==> src/rtl/seq_drv_pkg.sv <==
`default_nettype none
// +----------------------------------------------------------------------------+
// | Module   : seq_drv_pkg                                                     |
// | Purpose  : Shared types and width helpers for the sequential vector        |
// |            driver: run state encoding, packed stimulus vector layout.      |
// | Ports    : none (package)                                                  |
// | Options  : none                                                            |
// | Revision : 1.0 - initial release                                           |
// +----------------------------------------------------------------------------+
package seq_drv_pkg;

  // Run state; explicit 2-bit encoding.
  typedef enum logic [1:0] {
    IDLE  = 2'd0,
    DRIVE = 2'd1,
    DRAIN = 2'd2,
    DONE  = 2'd3
  } state_t;

  localparam int DEF_DATA_W = 8;
  // exp, d and c are single bits stacked above the two operands.
  localparam int CTRL_W     = 3;

  // Table entry layout at the default operand width; exp is the MSB.
  typedef struct packed {
    logic                  exp;
    logic                  d;
    logic                  c;
    logic [DEF_DATA_W-1:0] b;
    logic [DEF_DATA_W-1:0] a;
  } vec_t;

  // Packed entry width for an arbitrary operand width.
  function automatic int vec_width(input int data_w);
    return 2 * data_w + CTRL_W;
  endfunction

endpackage
`default_nettype wire

==> src/rtl/seq_vector_driver_if.sv <==
`default_nettype none
// +----------------------------------------------------------------------------+
// | Module   : seq_vector_driver_if                                            |
// | Purpose  : Bundles the table-load/control inputs, the stimulus bus to the  |
// |            datapath under test, the result return and the status outputs. |
// | Ports    : wr_en_i/wr_addr_i/wr_data_i table load, start_i run request,    |
// |            loop_i (SEQ_DRV_LOOP_EN only), a_o/b_o/c_o/d_o stimulus,        |
// |            res_i result, busy_o/done_o/pass_o/err_cnt_o/fail_idx_o status. |
// |            master = driver side, slave = environment side.                |
// | Options  : SEQ_DRV_LOOP_EN adds loop_i                                    |
// | Revision : 1.0 - initial release                                           |
// +----------------------------------------------------------------------------+
interface seq_vector_driver_if #(
  parameter int DATA_W  = 8,
  parameter int VEC_NUM = 8,
  parameter int ERR_W   = 8
);
  localparam int IDX_W = $clog2(VEC_NUM);

  logic                  wr_en_i;
  logic [IDX_W-1:0]      wr_addr_i;
  logic [2*DATA_W+2:0]   wr_data_i;
  logic                  start_i;
`ifdef SEQ_DRV_LOOP_EN
  logic                  loop_i;
`endif
  logic [DATA_W-1:0]     a_o;
  logic [DATA_W-1:0]     b_o;
  logic                  c_o;
  logic                  d_o;
  logic                  res_i;
  logic                  busy_o;
  logic                  done_o;
  logic                  pass_o;
  logic [ERR_W-1:0]      err_cnt_o;
  logic [IDX_W-1:0]      fail_idx_o;

`ifdef SEQ_DRV_LOOP_EN
  modport master (
    input  wr_en_i, wr_addr_i, wr_data_i, start_i, loop_i, res_i,
    output a_o, b_o, c_o, d_o, busy_o, done_o, pass_o, err_cnt_o, fail_idx_o
  );
  modport slave (
    output wr_en_i, wr_addr_i, wr_data_i, start_i, loop_i, res_i,
    input  a_o, b_o, c_o, d_o, busy_o, done_o, pass_o, err_cnt_o, fail_idx_o
  );
`else
  modport master (
    input  wr_en_i, wr_addr_i, wr_data_i, start_i, res_i,
    output a_o, b_o, c_o, d_o, busy_o, done_o, pass_o, err_cnt_o, fail_idx_o
  );
  modport slave (
    output wr_en_i, wr_addr_i, wr_data_i, start_i, res_i,
    input  a_o, b_o, c_o, d_o, busy_o, done_o, pass_o, err_cnt_o, fail_idx_o
  );
`endif

endinterface
`default_nettype wire

==> src/rtl/seq_drv_dly.sv <==
`default_nettype none
// +----------------------------------------------------------------------------+
// | Module   : seq_drv_dly                                                     |
// | Purpose  : LAT-deep shift register carrying {valid, exp, idx} from the     |
// |            drive point to the compare point.                               |
// | Ports    : clk clock, clr synchronous clear, din entry in, dout entry out. |
// | Options  : none                                                            |
// | Revision : 1.0 - initial release                                           |
// +----------------------------------------------------------------------------+
module seq_drv_dly #(
  parameter int LAT   = 1,
  parameter int IDX_W = 3
) (
  input  wire logic             clk,
  input  wire logic             clr,
  input  wire logic [IDX_W+1:0] din,
  output logic      [IDX_W+1:0] dout
);

  logic [IDX_W+1:0] stage [LAT];

  always_ff @(posedge clk) begin
    if (clr) begin
      for (int i = 0; i < LAT; i++) stage[i] <= '0;
    end else begin
      stage[0] <= din;
      for (int i = 1; i < LAT; i++) stage[i] <= stage[i-1];
    end
  end

  assign dout = stage[LAT-1];

endmodule
`default_nettype wire

==> src/rtl/seq_vector_driver.sv <==
`default_nettype none
// +----------------------------------------------------------------------------+
// | Module   : seq_vector_driver                                               |
// | Purpose  : On-board self-test driver: plays a table of {a,b,c,d} vectors   |
// |            into a datapath one per cycle, compares the result LAT cycles   |
// |            later with the stored expectation, reports pass/fail, a         |
// |            saturating error count and the first failing index.            |
// | Ports    : clk_i clock, srst_i synchronous active-high reset,              |
// |            bus (seq_vector_driver_if.master) load/control/stimulus/status. |
// | Options  : SEQ_DRV_LOOP_EN - loop_i repeats the table without a gap.      |
// | Revision : 1.0 - initial release                                           |
// +----------------------------------------------------------------------------+
module seq_vector_driver
  import seq_drv_pkg::*;
#(
  parameter int DATA_W  = 8,
  parameter int VEC_NUM = 8,
  parameter int LAT     = 1,
  parameter int ERR_W   = 8
) (
  input wire logic      clk_i,
  input wire logic      srst_i,
  seq_vector_driver_if.master bus
);

  localparam int IDX_W = $clog2(VEC_NUM);
  localparam int VW    = vec_width(DATA_W);
  localparam int DRN_W = $clog2(LAT + 1);
  localparam logic [ERR_W-1:0] ERR_MAX  = '1;
  localparam logic [IDX_W-1:0] LAST_IDX = IDX_W'(VEC_NUM - 1);
  localparam logic [DRN_W-1:0] DRN_END  = DRN_W'(LAT);

  logic [VW-1:0]    vec_tab [VEC_NUM];
  state_t           state;
  logic [IDX_W-1:0] idx;          // next table entry to present
  logic [DRN_W-1:0] drain_cnt;
  logic [VW-1:0]    out_vec;      // currently presented vector, incl. exp
  logic             cur_valid;
  logic [IDX_W-1:0] cur_idx;
  logic [ERR_W-1:0] err_cnt;
  logic [IDX_W-1:0] fail_idx;
  logic             busy, done, pass;

  logic             write_ok, loop_req, mismatch;
  logic [VW-1:0]    drive_vec;
  logic [IDX_W-1:0] load_idx;
  logic [IDX_W+1:0] cmp_entry;
  logic [ERR_W-1:0] err_next;

`ifdef SEQ_DRV_LOOP_EN
  assign loop_req = bus.loop_i;
`else
  assign loop_req = 1'b0;
`endif

  assign write_ok = bus.wr_en_i && (state == IDLE || state == DONE);

  // The start cycle presents entry 0; a write to entry 0 in that same cycle
  // is forwarded so the run sees the new data.
  always_comb begin
    drive_vec = vec_tab[idx];
    load_idx  = idx;
    if (state != DRIVE) begin
      load_idx  = '0;
      drive_vec = vec_tab[0];
      if (write_ok && bus.wr_addr_i == '0) drive_vec = bus.wr_data_i;
    end
  end

  always_ff @(posedge clk_i) begin
    if (write_ok) vec_tab[bus.wr_addr_i] <= bus.wr_data_i;
  end

  // The entry register cur_* sits alongside the output register, so the
  // delay line output lines up with res_i exactly LAT cycles after a vector
  // first appears on the outputs.
  seq_drv_dly #(.LAT(LAT), .IDX_W(IDX_W)) u_dly (
    .clk  (clk_i),
    .clr  (srst_i),
    .din  ({cur_valid, out_vec[VW-1], cur_idx}),
    .dout (cmp_entry)
  );

  assign mismatch = cmp_entry[IDX_W+1] && (cmp_entry[IDX_W] != bus.res_i);
  assign err_next = (mismatch && err_cnt != ERR_MAX) ? err_cnt + 1'b1 : err_cnt;

  always_ff @(posedge clk_i) begin
    if (srst_i) begin
      state     <= IDLE;
      idx       <= '0;
      drain_cnt <= '0;
      out_vec   <= '0;
      cur_valid <= 1'b0;
      cur_idx   <= '0;
      err_cnt   <= '0;
      fail_idx  <= '0;
      busy      <= 1'b0;
      done      <= 1'b0;
      pass      <= 1'b0;
    end else begin
      err_cnt   <= err_next;
      // A zero count means no mismatch has been seen yet this run.
      if (mismatch && err_cnt == '0) fail_idx <= cmp_entry[IDX_W-1:0];
      cur_valid <= 1'b0;

      case (state)
        IDLE, DONE: begin
          if (bus.start_i) begin
            state     <= DRIVE;
            out_vec   <= drive_vec;
            cur_valid <= 1'b1;
            cur_idx   <= load_idx;
            idx       <= IDX_W'(1);
            err_cnt   <= '0;
            fail_idx  <= '0;
            busy      <= 1'b1;
            done      <= 1'b0;
            pass      <= 1'b0;
          end
        end
        DRIVE: begin
          out_vec   <= drive_vec;
          cur_valid <= 1'b1;
          cur_idx   <= load_idx;
          idx       <= idx + 1'b1;   // power-of-two table wraps to 0
          if (idx == LAST_IDX && !loop_req) begin
            state     <= DRAIN;
            drain_cnt <= '0;
          end
        end
        DRAIN: begin
          if (drain_cnt == DRN_END) begin
            state <= DONE;
            busy  <= 1'b0;
            done  <= 1'b1;
            pass  <= (err_next == '0);
          end else begin
            drain_cnt <= drain_cnt + 1'b1;
          end
        end
        default: state <= IDLE;
      endcase
    end
  end

  assign bus.a_o        = out_vec[DATA_W-1:0];
  assign bus.b_o        = out_vec[2*DATA_W-1:DATA_W];
  assign bus.c_o        = out_vec[2*DATA_W];
  assign bus.d_o        = out_vec[2*DATA_W+1];
  assign bus.busy_o     = busy;
  assign bus.done_o     = done;
  assign bus.pass_o     = pass;
  assign bus.err_cnt_o  = err_cnt;
  assign bus.fail_idx_o = fail_idx;

endmodule
`default_nettype wire

==> src/flat_wrapper.sv <==
// flat-port wrapper written by rule: the top's interface ports become plain ports
module seq_vector_driver_flat import seq_drv_pkg::*;
#(
  parameter int DATA_W  = 8,
  parameter int VEC_NUM = 8,
  parameter int LAT     = 1,
  parameter int ERR_W   = 8
)
  (clk_i, srst_i, bus_wr_en_i, bus_wr_addr_i, bus_wr_data_i, bus_start_i, bus_res_i, bus_a_o, bus_b_o, bus_c_o, bus_d_o, bus_busy_o, bus_done_o, bus_pass_o, bus_err_cnt_o, bus_fail_idx_o);
  seq_vector_driver_if #(.DATA_W(DATA_W), .VEC_NUM(VEC_NUM), .ERR_W(ERR_W)) bus_i ();
  input wire logic clk_i;
  input wire logic srst_i;
  input wire logic [$bits(bus_i.wr_en_i)-1:0] bus_wr_en_i;
  input wire logic [$bits(bus_i.wr_addr_i)-1:0] bus_wr_addr_i;
  input wire logic [$bits(bus_i.wr_data_i)-1:0] bus_wr_data_i;
  input wire logic [$bits(bus_i.start_i)-1:0] bus_start_i;
  input wire logic [$bits(bus_i.res_i)-1:0] bus_res_i;
  output wire logic [$bits(bus_i.a_o)-1:0] bus_a_o;
  output wire logic [$bits(bus_i.b_o)-1:0] bus_b_o;
  output wire logic [$bits(bus_i.c_o)-1:0] bus_c_o;
  output wire logic [$bits(bus_i.d_o)-1:0] bus_d_o;
  output wire logic [$bits(bus_i.busy_o)-1:0] bus_busy_o;
  output wire logic [$bits(bus_i.done_o)-1:0] bus_done_o;
  output wire logic [$bits(bus_i.pass_o)-1:0] bus_pass_o;
  output wire logic [$bits(bus_i.err_cnt_o)-1:0] bus_err_cnt_o;
  output wire logic [$bits(bus_i.fail_idx_o)-1:0] bus_fail_idx_o;
  assign bus_i.wr_en_i = bus_wr_en_i;
  assign bus_i.wr_addr_i = bus_wr_addr_i;
  assign bus_i.wr_data_i = bus_wr_data_i;
  assign bus_i.start_i = bus_start_i;
  assign bus_i.res_i = bus_res_i;
  assign bus_a_o = bus_i.a_o;
  assign bus_b_o = bus_i.b_o;
  assign bus_c_o = bus_i.c_o;
  assign bus_d_o = bus_i.d_o;
  assign bus_busy_o = bus_i.busy_o;
  assign bus_done_o = bus_i.done_o;
  assign bus_pass_o = bus_i.pass_o;
  assign bus_err_cnt_o = bus_i.err_cnt_o;
  assign bus_fail_idx_o = bus_i.fail_idx_o;
  seq_vector_driver #(.DATA_W(DATA_W), .VEC_NUM(VEC_NUM), .LAT(LAT), .ERR_W(ERR_W)) u_core (.clk_i(clk_i), .srst_i(srst_i), .bus(bus_i));
endmodule
==> config.mk <==
export PLATFORM = sky130hd
export DESIGN_NAME = seq_vector_driver_flat
export DESIGN_NICKNAME = d
export VERILOG_FILES = /design/src/rtl/seq_drv_pkg.sv /design/src/rtl/seq_vector_driver_if.sv /design/src/rtl/seq_drv_dly.sv /design/src/rtl/seq_vector_driver.sv /design/src/flat_wrapper.sv
export SDC_FILE = /design/constraint.sdc
export NUM_CORES = 1
export LEC_CHECK = 0
export CAP_MARGIN = 25
export CORE_MARGIN = 8
export CORE_UTILIZATION = 40
export CTS_CLUSTER_SIZE = 24
export DETAILED_ROUTE_END_ITERATION = 12
export DONT_BUFFER_PORTS = 1
export GPL_TIMING_DRIVEN = 0
export PLACE_DENSITY = 0.6
export SYNTH_ARGS = -nofsm -noshare
export SYNTH_HDL_FRONTEND = slang
export SYNTH_SLANG_ARGS = --single-unit
==> constraint.sdc <==
create_clock -name clk_i -period 8.3 [get_ports clk_i]
set_input_delay 2.075 -clock clk_i [delete_from_list [all_inputs] [get_ports clk_i]]
set_output_delay 2.075 -clock clk_i [all_outputs]
set_load 0.1 [all_outputs]
==> impl_metrics.ini <==
[run_status]
status = finished, final reports clean

[synth]
syn_area_um2 = 8360
synth_xor_xnor_area_share_pct = 0.838
synthesis.area_per_instance_um2 = 15.8
ys_ff_latch = 203
post_synth_and_or_nand_nor_area_fraction_pct = 6.43
synth.lib_cells_used.distinct = 46
synthesized_instance_count = 531
synth_fp_nets = 565
synth_sequential_area_ratio_pct = 66.8
main_combinational_cell_family_by_area_after_synthesis = multiplexers
area_fraction_in_compound_gates_after_synthesis_pct = 4.94
synth-edff-count = 152
dominantRegCellSynth = sky130_fd_sc_hd__edfxtp_1
warning_count_from_the_yosys_run = 0
yosys.area_share.adder_pct = 1.05
synth.area.mux_share_pct = 15.9
postSynth.asyncResetShare_pct = 0

[placed_design]
detailed_place_hpwl_um = 12000
place.gp.congestion = 0.878
port_buffers = 0

[finish]
mostFrequentLayoutCell = sky130_fd_sc_hd__edfxtp_1
area_growth_syn_to_layout_pct = 14.6
multi_input_logic_area_um2 = 2460
layout.nets = 602
fin_util_pct = 46.2
layout_common_cells = sky130_fd_sc_hd__edfxtp_1 (152), sky130_fd_sc_hd__dfxtp_1 (51), sky130_fd_sc_hd__nand2_1 (46)
fill_cells = 1772
antenna_cells_inserted = 0
ff_latch_area_um2 = 5590
drive_above_1_share_pct = 24.2

[worst_setup_path]
worstReg2RegStart = u_core.bus.err_cnt_o[1]$_SDFF_PP0_
crit_required_ps = 6230
critPathMaxFanout = 3
path_class = reg -> out
cp-end-kind = output pin
cp_data_arrival_time_ps = 1530
ff2ff_setup_slack_ps = 5530
r2r_cells = 6
timing.critical_path.depth = 0
rr_endpoint = u_core.bus.pass_o$_SDFFE_PP0P_
timing.critical_path.from_type = flip-flop

[clock_tree]
clk_lat_worst_skew_ps = 490
post-cts-setup-buffers = 0
numClockSinks = 203
cts_tree = built
clkTransAtPathRegs_ps = 60
cts_hold_repair.buffers = 0
cts_htree_levels = 1
cts_inserted_buffers = 21
post_cts_resize_count = 0
clock_tree.buffer_depth = 3
clock-root-buffer = sky130_fd_sc_hd__clkbuf_16

[die]
floorplan.die_area_um2 = 25800
placementRows = 53
pin_count = 59
start_util_pct = 40.3
die_x_um = 161
core_area_um2 = 20800
dieHeight_um = 161

[worst_hold_path]
worst_min_delay_path_endpoint = u_core.u_dly.stage[0][4]$_SDFF_PP0_
holdCritStartpoint = u_core.cur_valid$_SDFF_PP0_
hold_depth = 1
worst_hold_path_type = reg -> reg

[detailed_routing]
dr.first_iter.drc_count = 389
drt_pre_antenna_iters = 4
vias_per_cell = 5.28
post_drt_wl_per_cell_um = 21.2
route.detailed.drc = 0
detail-route-antenna-nets = 0
totalWireLength_um = 18100
dr_total_vias = 4527

[timing]
clock.fmax_mhz = 278
setup_tns_ps = 0
rsz0062_at_grt = false
maxSlewHeadroom_pct = 28.2
finalHoldViolations = 0
slew_viol_final = 0
fin_skew_ps = 8.94
min_period_over_period_pct = 43.4
finalWorstPathRequiredPeriod_ps = 3600
setup_viol = 0
tightestPinTransition_ps = 1080

[power_and_ir_drop]
areal_power_density_over_the_cells_nw_per_um2 = 320
ir_drop_mv = 0.133
power_leakage_nw = 3.15

[global_route]
first_global_vias = 4735
antenna_found_initial = 0
pin_count_of_the_biggest_net_entering_global_routing = 20
grt_overflow_total = 0
grt_first_pass_wirelength_um = 27600
track_usage_pct = 13.9

[job]
max_cap_viol_count = 0
[cell type report]
type / instances / area share [%]
inverter: 7 / 0.274
clock inverter: 4 / 0.235
sequential: 203 / 58.3
buffer: 47 / 3.28
timing repair buffer: 14 / 2.60
multi-input combinational: 274 / 25.7
tap: 275 / 3.59
clock buffer: 34 / 6.10
[through the flow]
| stage | worst slack [ps] | cell area, um2 | hold WS [ps] | total power [mW] | cells |
|---|---|---|---|---|---|
| after floorplan | 4340 | 8360 | 414 | 2.04 | 531 |
| after global routing | 4650 | 9580 | 469 | 3.20 | 858 |
| after global placement | 2910 | 8710 | 427 | 2.23 | 806 |
| after detailed placement | 4310 | 8920 | 433 | 2.25 | 817 |
| after CTS | 4680 | 9530 | 451 | 3.10 | 855 |
| final | 4700 | 9580 | 443 | 3.07 | 858 |
[worst max path at each step]
stage / start / to / slack [ps]
2_1_floorplan: bus_wr_addr_i[0] / u_core.vec_tab[1][0]$_DFFE_PP_ / 4340
3_5_place_dp: bus_wr_addr_i[0] / u_core.vec_tab[0][4]$_DFFE_PP_ / 4310
5_1_grt: u_core.bus.err_cnt_o[1]$_SDFF_PP0_ / bus_err_cnt_o[1] / 4650
4_1_cts: u_core.bus.err_cnt_o[1]$_SDFF_PP0_ / bus_err_cnt_o[1] / 4680
3_3_place_gp: bus_wr_addr_i[0] / u_core.vec_tab[1][4]$_DFFE_PP_ / 2910
6_report: u_core.bus.done_o$_SDFFE_PP0P_ / bus_done_o / 4700
[flip-flops by register name, indices dropped and copies added (netlist names), named ones only]
name                   cells
u_core.vec_tab           152
u_core.out_vec            19
u_core.bus.err_cnt_o       8
u_core.u_dly.stage         5
u_core.bus.fail_idx_o      3
u_core.cur_idx             3
u_core.idx                 3
u_core.state               2
u_core.bus.busy_o          1
u_core.bus.done_o          1
u_core.bus.pass_o          1
u_core.cur_valid           1
u_core.drain_cnt           1
[cell usage after synthesis (2+ instances only)]
cell type	count	area, um2
sky130_fd_sc_hd__nor2b_1	7	43.8
sky130_fd_sc_hd__nor2_1	30	113
sky130_fd_sc_hd__mux4_2	38	856
sky130_fd_sc_hd__nor3_1	6	30.0
sky130_fd_sc_hd__nand4_1	3	18.8
sky130_fd_sc_hd__xor2_1	2	17.5
sky130_fd_sc_hd__mux2_1	2	22.5
sky130_fd_sc_hd__edfxtp_1	152	4560
sky130_fd_sc_hd__buf_1	2	7.51
sky130_fd_sc_hd__clkbuf_8	3	41.3
sky130_fd_sc_hd__dfxtp_1	51	1020
sky130_fd_sc_hd__ha_1	7	87.6
sky130_fd_sc_hd__buf_2	5	25.0
sky130_fd_sc_hd__nand2b_1	5	31.3
sky130_fd_sc_hd__o211ai_1	19	143
sky130_fd_sc_hd__mux2i_1	26	260
sky130_fd_sc_hd__a22oi_1	5	37.5
sky130_fd_sc_hd__a21oi_1	25	125
sky130_fd_sc_hd__buf_4	19	143
sky130_fd_sc_hd__nand2_1	46	173
sky130_fd_sc_hd__a211oi_1	3	22.5
sky130_fd_sc_hd__buf_6	4	45.0
sky130_fd_sc_hd__clkbuf_1	14	52.6
sky130_fd_sc_hd__o21ai_0	2	10.0
sky130_fd_sc_hd__or3_1	2	12.5
sky130_fd_sc_hd__xnor2_1	6	52.6
sky130_fd_sc_hd__nand3_1	6	30.0
sky130_fd_sc_hd__inv_1	7	26.3
sky130_fd_sc_hd__mux2_2	17	191
[where the power goes]
part	total [mW]	switching (mW)	internal (mW)
Clock	0.838	0.357	0.481
Sequential	1.30	0.104	1.20
Combinational	0.931	0.668	0.262
Total	3.07	1.13	1.94
[per-layer routing]
metal | vias to the layer above | global-route usage (%) | part of all wire, %
met5 | - | 0 | 0
met4 | 0 | 5.01 | 2.3
met3 | 27 | 3.43 | 5.7
met2 | 91 | 24.7 | 52
met1 | 2324 | 16.0 | 40
li1 | 2085 | - | -
[logic make-up (layout without fill, tap and decap cells)]
kind of cell	after synthesis	count (layout)
buffers and inverters	54	106
and+or+nand+nor	114	114
AOI/OAI and AO/OA	62	62
xor gates and xnor gates	8	8
muxes	83	83
adders and majority gates	7	7
DFF	203	203
No activity file was read; power rests on OpenSTA's default activity.
